===== src/rtl/rx_serial_7e2_if.sv =====
// Character bus from the serial receiver to the measurement/transmit control unit.
// pronto is a valid-only strobe: one cycle high per frame, data and flags stable while high, no ready/backpressure.
interface rx_serial_7e2_if;
  logic [6:0] dados_ascii;
  logic       erro_paridade;
  logic       erro_frame;
  logic       pronto;

  modport master (output dados_ascii, erro_paridade, erro_frame, pronto);
  modport slave  (input  dados_ascii, erro_paridade, erro_frame, pronto);
endinterface


===== src/rtl/rx_serial_7e2.sv =====
// UART receiver, 7 data bits, even parity, 2 stop bits, LSB first.
// Samples mid-bit (start bit at H clocks, then every M) and pulses pronto once per frame.
module rx_serial_7e2 #(
  parameter int CLK_FREQ = 50_000_000,
  parameter int BAUD     = 115200
) (
  input  logic            clock,
  input  logic            reset,
  input  logic            zera,
  input  logic            RX,
  output logic [3:0]      db_estado,
  rx_serial_7e2_if.master rx_out
);
  localparam int M  = CLK_FREQ / BAUD;
  localparam int H  = M / 2;
  localparam int CW = $clog2(M);
  localparam logic [CW-1:0] CNT_MID = CW'(H - 1);
  localparam logic [CW-1:0] CNT_END = CW'(M - 1);

  typedef enum logic [3:0] {
    INICIAL  = 4'd0,
    START    = 4'd1,
    DADOS    = 4'd2,
    PARIDADE = 4'd3,
    STOP1    = 4'd4,
    STOP2    = 4'd5,
    FINAL    = 4'd6
  } state_t;

  state_t        state, state_nx;
  logic          rx_m, rx_s;
  logic [CW-1:0] cnt;
  logic [2:0]    idx;
  logic [6:0]    shreg;
  logic          par_bit, stop1_bit;
  logic [6:0]    dados_r;
  logic          erro_p_r, erro_f_r;
  logic          tick_mid, tick_end;

  assign tick_mid = (cnt == CNT_MID);
  assign tick_end = (cnt == CNT_END);

  // RX is asynchronous; idle-high reset keeps INICIAL from seeing a false start
  always_ff @(posedge clock or posedge reset) begin
    if (reset) begin
      rx_m <= 1'b1;
      rx_s <= 1'b1;
    end else if (zera) begin
      rx_m <= 1'b1;
      rx_s <= 1'b1;
    end else begin
      rx_m <= RX;
      rx_s <= rx_m;
    end
  end

  always_ff @(posedge clock or posedge reset) begin
    if (reset)     state <= INICIAL;
    else if (zera) state <= INICIAL;
    else           state <= state_nx;
  end

  always_comb begin
    state_nx = state;
    case (state)
      INICIAL:  if (!rx_s) state_nx = START;
      START:    if (tick_mid) state_nx = rx_s ? INICIAL : DADOS;
      DADOS:    if (tick_end && idx == 3'd6) state_nx = PARIDADE;
      PARIDADE: if (tick_end) state_nx = STOP1;
      STOP1:    if (tick_end) state_nx = STOP2;
      STOP2:    if (tick_end) state_nx = FINAL;
      FINAL:    state_nx = INICIAL;
      default:  state_nx = INICIAL;
    endcase
  end

  always_comb begin
    case (state)
      INICIAL, START, DADOS, PARIDADE, STOP1, STOP2, FINAL: db_estado = state;
      default: db_estado = 4'hF;
    endcase
  end

  assign rx_out.pronto        = (state == FINAL);
  assign rx_out.dados_ascii   = dados_r;
  assign rx_out.erro_paridade = erro_p_r;
  assign rx_out.erro_frame    = erro_f_r;

  // cnt restarts at every sample point, so it never exceeds M-1
  always_ff @(posedge clock or posedge reset) begin
    if (reset) begin
      cnt       <= '0;
      idx       <= '0;
      shreg     <= '0;
      par_bit   <= 1'b1;
      stop1_bit <= 1'b1;
      dados_r   <= '0;
      erro_p_r  <= 1'b0;
      erro_f_r  <= 1'b0;
    end else if (zera) begin
      cnt       <= '0;
      idx       <= '0;
      shreg     <= '0;
      par_bit   <= 1'b1;
      stop1_bit <= 1'b1;
      dados_r   <= '0;
      erro_p_r  <= 1'b0;
      erro_f_r  <= 1'b0;
    end else begin
      case (state)
        START: begin
          cnt <= tick_mid ? '0 : cnt + 1'b1;
          idx <= '0;
        end
        DADOS, PARIDADE, STOP1, STOP2: cnt <= tick_end ? '0 : cnt + 1'b1;
        default: cnt <= '0;
      endcase

      if (tick_end) begin
        case (state)
          DADOS: begin
            shreg <= {rx_s, shreg[6:1]};
            idx   <= idx + 3'd1;
          end
          PARIDADE: par_bit   <= rx_s;
          STOP1:    stop1_bit <= rx_s;
          STOP2: begin
            // Loaded on the edge into FINAL so they are valid while pronto is high
            dados_r  <= shreg;
            erro_p_r <= ^{shreg, par_bit};
            erro_f_r <= ~(stop1_bit & rx_s);
          end
          default: ;
        endcase
      end
    end
  end
endmodule

===== src/flat_wrapper.sv =====
// flat-port wrapper written by rule: the top's interface ports become plain ports
module rx_serial_7e2_flat 
#(
  parameter int CLK_FREQ = 50_000_000,
  parameter int BAUD     = 115200
)
  (clock, reset, zera, RX, db_estado, rx_out_dados_ascii, rx_out_erro_paridade, rx_out_erro_frame, rx_out_pronto);
  rx_serial_7e2_if rx_out_i ();
  input  logic clock;
  input  logic reset;
  input  logic zera;
  input  logic RX;
  output logic [3:0] db_estado;
  output wire logic [$bits(rx_out_i.dados_ascii)-1:0] rx_out_dados_ascii;
  output wire logic [$bits(rx_out_i.erro_paridade)-1:0] rx_out_erro_paridade;
  output wire logic [$bits(rx_out_i.erro_frame)-1:0] rx_out_erro_frame;
  output wire logic [$bits(rx_out_i.pronto)-1:0] rx_out_pronto;
  assign rx_out_dados_ascii = rx_out_i.dados_ascii;
  assign rx_out_erro_paridade = rx_out_i.erro_paridade;
  assign rx_out_erro_frame = rx_out_i.erro_frame;
  assign rx_out_pronto = rx_out_i.pronto;
  rx_serial_7e2 #(.CLK_FREQ(CLK_FREQ), .BAUD(BAUD)) u_core (.clock(clock), .reset(reset), .zera(zera), .RX(RX), .db_estado(db_estado), .rx_out(rx_out_i));
endmodule

===== config.mk =====
export PLATFORM = sky130hd
export DESIGN_NAME = rx_serial_7e2_flat
export DESIGN_NICKNAME = d
export VERILOG_FILES = /design/src/rtl/rx_serial_7e2_if.sv /design/src/rtl/rx_serial_7e2.sv /design/src/flat_wrapper.sv
export SDC_FILE = /design/constraint.sdc
export NUM_CORES = 1
export LEC_CHECK = 0
export BUFFER_PORTS_ARGS = -buffer_cell sky130_fd_sc_hd__clkbuf_2
export CELL_PAD_IN_SITES_DETAIL_PLACEMENT = 2
export CELL_PAD_IN_SITES_GLOBAL_PLACEMENT = 2
export CORE_MARGIN = 2
export CORE_UTILIZATION = 38
export CTS_CLUSTER_DIAMETER = 100
export CTS_CLUSTER_SIZE = 25
export DETAILED_ROUTE_END_ITERATION = 6
export PLACE_DENSITY_LB_ADDON = 0.05
export SLEW_MARGIN = 5
export SYNTH_ARGS = -nofsm -noshare
export SYNTH_HDL_FRONTEND = slang
export SYNTH_SLANG_ARGS = --single-unit

===== constraint.sdc =====
create_clock -name clock -period 1.9 [get_ports clock]
set_input_delay 0.19 -clock clock [delete_from_list [all_inputs] [get_ports clock]]
set_output_delay 0.19 -clock clock [all_outputs]
set_load 0.02 [all_outputs]

==> key figures <==
STA
  – Tcrit/Tclk final: 0.940
  – Max-slew violations: 0
  – Fin. Hold Viols: 0
  – Setup TNS: 0 ns
  – RSZ-0062 raised after global routing: false
  – Worst rel slew slack: 0.699
  – Setup violators final: 0
  – Fin Clk Skew: 0.00477 ns
  – Achievable Freq: between 0.5 and 0.6 GHz
  – Slew @ Worst Pin: approximately 0.45 ns
  – Final min period: 1.79 ns

Worst setup path
  – Worst R2R Start: u_core.cnt[1]
  – Worst EP required: between 2 and 2.5 ns
  – Worst Path Arrival: 2.01 ns
  – Crit path from: u_core.cnt[1]
  – Worst Setup Start Kind: flip-flop
  – Crit path kind: flip-flop to flip-flop
  – Worst Setup End Kind: flip-flop
  – Max FO, Critical Path: 5

Detailed routing
  – Antenna Nets Post-Route: 0
  – Detailed Routing Iterations Pass 1: 4
  – DRT Wirelength: 4210 µm
  – DR vias/cell: 5.30
  – Residual DRC count: 0
  – DR iter-0 viols: 60
  – Vias: 1305
  – DR WL/cell: 17.1 µm

Die
  – Core area: roughly 4700 µm²
  – Initial Utilization: 0.387
  – Chip width: 72.9 µm
  – Std cell rows: 25
  – Die H: 72.9 µm
  – I/O pins: 18
  – Die area: 5310 µm²

Place
  – Post-Place Cells: 234
  – Post-DP HPWL: 2900 µm
  – Number of I/O port buffers: 17
  – Gp weighted congestion: 0.782

Power
  – Cell Pwr Density: 712 nW/µm²
  – P_leak: 0.946 nW
  – Max VDD drop: 0.445 mV

Synth
  – Count leader, synth: dfrtp_1
  – Largest area contributor in the netlist: dfrtp_1
  – Post-synth EDFFs: 0
  – Top cells by count, synth: dfrtp_1, nor2_1, mux2i_1, xnor2_1, inv_1
  – Sequential fraction of the synthesis area: 0.489
  – Synth top area share: 0.431
  – Ys flop type: dfrtp_1
  – Unique masters post-synth: 43
  – Synth Cell Area: 1800 µm²
  – Net Count, Synth: 178
  – Synthesized netlist cell count: 169
  – Area contributors post-synth: dfrtp_1, mux2i_1, nor2_1, dfstp_2, xnor2_1
  – Mean Syn Cell Area: 10.7 µm²
  – Async S/R FF share, synth: 1.00
  – #FFs+latches synth: 35
  – Ys Warns: 0

Final layout
  – Number of fill cells in the layout: 494
  – ANT cells: 0
  – Layout net count: 200
  – Non-Filler Instances: 246
  – P&R area growth vs syn: 15.6%
  – Layout cells sized above 1: 0.276

Clock network
  – Clk sinks: 35
  – CTS Buf Count: 5
  – H-tree depth: 2
  – Reg clk slew, reported paths: around 0.080 ns
  – Clock latency on the worst-skew pair: 0.29 ns
  – Clock Tree Buf Depth: 2
  – Clk Tree Root Cell: clkbuf_8
  – CTS tree: yes

Min path
  – Hold Crit Start: RX
  – Hold Path Class: input port to flip-flop

GRT
  – Largest net degree at the start of global routing: 36
  – Remaining global-route overflow: 0
  – Initial antenna violation count: 0
  – Vias in the first global route: around 1400
  – Total GRT Usage: 0.181
  – Global-route wire length before repair: between 7000 and 8000 µm

Job
  – MaxCap Viol Count: 0

Status
  – Status: finished, final reports clean
-- state kept, by name (all words and copies together) (netlist names) --
register / cells
u_core.cnt: 9
u_core.idx: 3
u_core.par_bit: 1
u_core.rx_m: 1
u_core.rx_out.dados_ascii: 7
u_core.rx_out.erro_frame: 1
u_core.rx_out.erro_paridade: 1
u_core.rx_s: 1
u_core.shreg: 7
u_core.state: 3
u_core.stop1_bit: 1
-- placed cells by master (no fill, tap or decap), types with 5 or more instances in the layout --
cell,count
dfrtp_1,31
nor2_1,30
clkbuf_2,17
mux2i_1,15
xnor2_1,10
inv_1,8
buf_4,8
xor2_1,5
ha_1,5
clkbuf_8,5
-- power breakdown --
| group | leakage, nW | switching, W | internal [W] | total (W) |
|---|---|---|---|---|
| clock network | 0.0581 | 0.000290 | 0.000391 | 0.000681 |
| logic | 0.413 | 0.0000330 | 0.0000135 | 0.0000465 |
| registers | 0.475 | 0.00000470 | 0.000749 | 0.000754 |
| total | 0.946 | 0.000328 | 0.00115 | 0.00148 |
-- cell families (layout without fill, tap and decap cells) --
kind of cell | Yosys count | after routing | share of synthesized area
AND/OR/NAND/NOR | 64 | 64 | 0.204
flip-flops | 35 | 35 | 0.489
buffers and inverters | 19 | 42 | 0.0521
multiplexers | 16 | 16 | 0.0896
AO/OA/AOI/OAI | 15 | 15 | 0.0576
XOR/XNOR | 15 | 15 | 0.0729
adder cells (fa/ha/maj) | 5 | 5 | 0.0347
-- critical path, cell delays in order (launching register included) --
cell,delay (ns)
dfrtp_1,0.41
inv_1,0.11
ha_1,0.17
and4b_2,0.29
a21oi_2,0.11
or4_1,0.49
a21oi_2,0.14
-- stage by stage --
step | util | total power, W | hold WS (ns) | cell area (µm²) | worst slack, ns
5_1_grt | 0.447 | 0.00153 | 0.0877 | 2080 | 0.00585
6_report | 0.447 | 0.00148 | 0.0880 | 2080 | 0.114
2_1_floorplan | - | 0.000798 | 0.299 | 1800 | 0.274
3_5_place_dp | 0.414 | 0.000815 | 0.311 | 1930 | 0.0677
3_3_place_gp | 0.414 | 0.000813 | 0.294 | 1930 | 0.201
4_1_cts | 0.440 | 0.00150 | 0.0811 | 2050 | 0.0223
-- timing repair --
action	CTS	global route
buffers inserted	0	3
hold endpoints to repair	31	0
gates resized for setup	0	2
endpoints found under the setup margin	0	12
hold buffers	1	0
-- worst paths after layout --
| check | slack (ns) | cells after the start | to |
|---|---|---|---|
| worst max register to register | 0.11 | 6 | u_core.state[1] |
| worst min-delay path | 0.09 | 2 | u_core.rx_m |
| max in group asynchronous | 1.02 | 4 | u_core.par_bit |
| min in group asynchronous | 0.54 | 4 | u_core.rx_out.erro_frame |
| worst max-delay path | 0.11 | 6 | u_core.state[1] |
| worst min register to register | 0.53 | 2 | u_core.rx_out.dados_ascii[2] |
-- per-layer routing --
| layer | up-vias | global-route usage | routed length, µm |
|---|---|---|---|
| li1 | 617 | - | - |
| met1 | 666 | 0.248 | 1970 |
| met2 | 15 | 0.282 | 2080 |
| met3 | 7 | 0.0414 | 99 |
| met4 | 0 | 0.0617 | 62 |
| met5 | - | 0 | 0 |
-- final cells by class --
class	instances	area (µm²)	share of cell area
multi-input cells	115	836	0.401
well taps	54	67.6	0.0325
inverters	8	30.0	0.0144
flip-flops and latches	35	881	0.423
clock buffers	5	68.8	0.0331
repair buffers	26	155	0.0745
clock inverters	3	43.8	0.0210
Note: power is estimated with default switching activity, not from simulation.
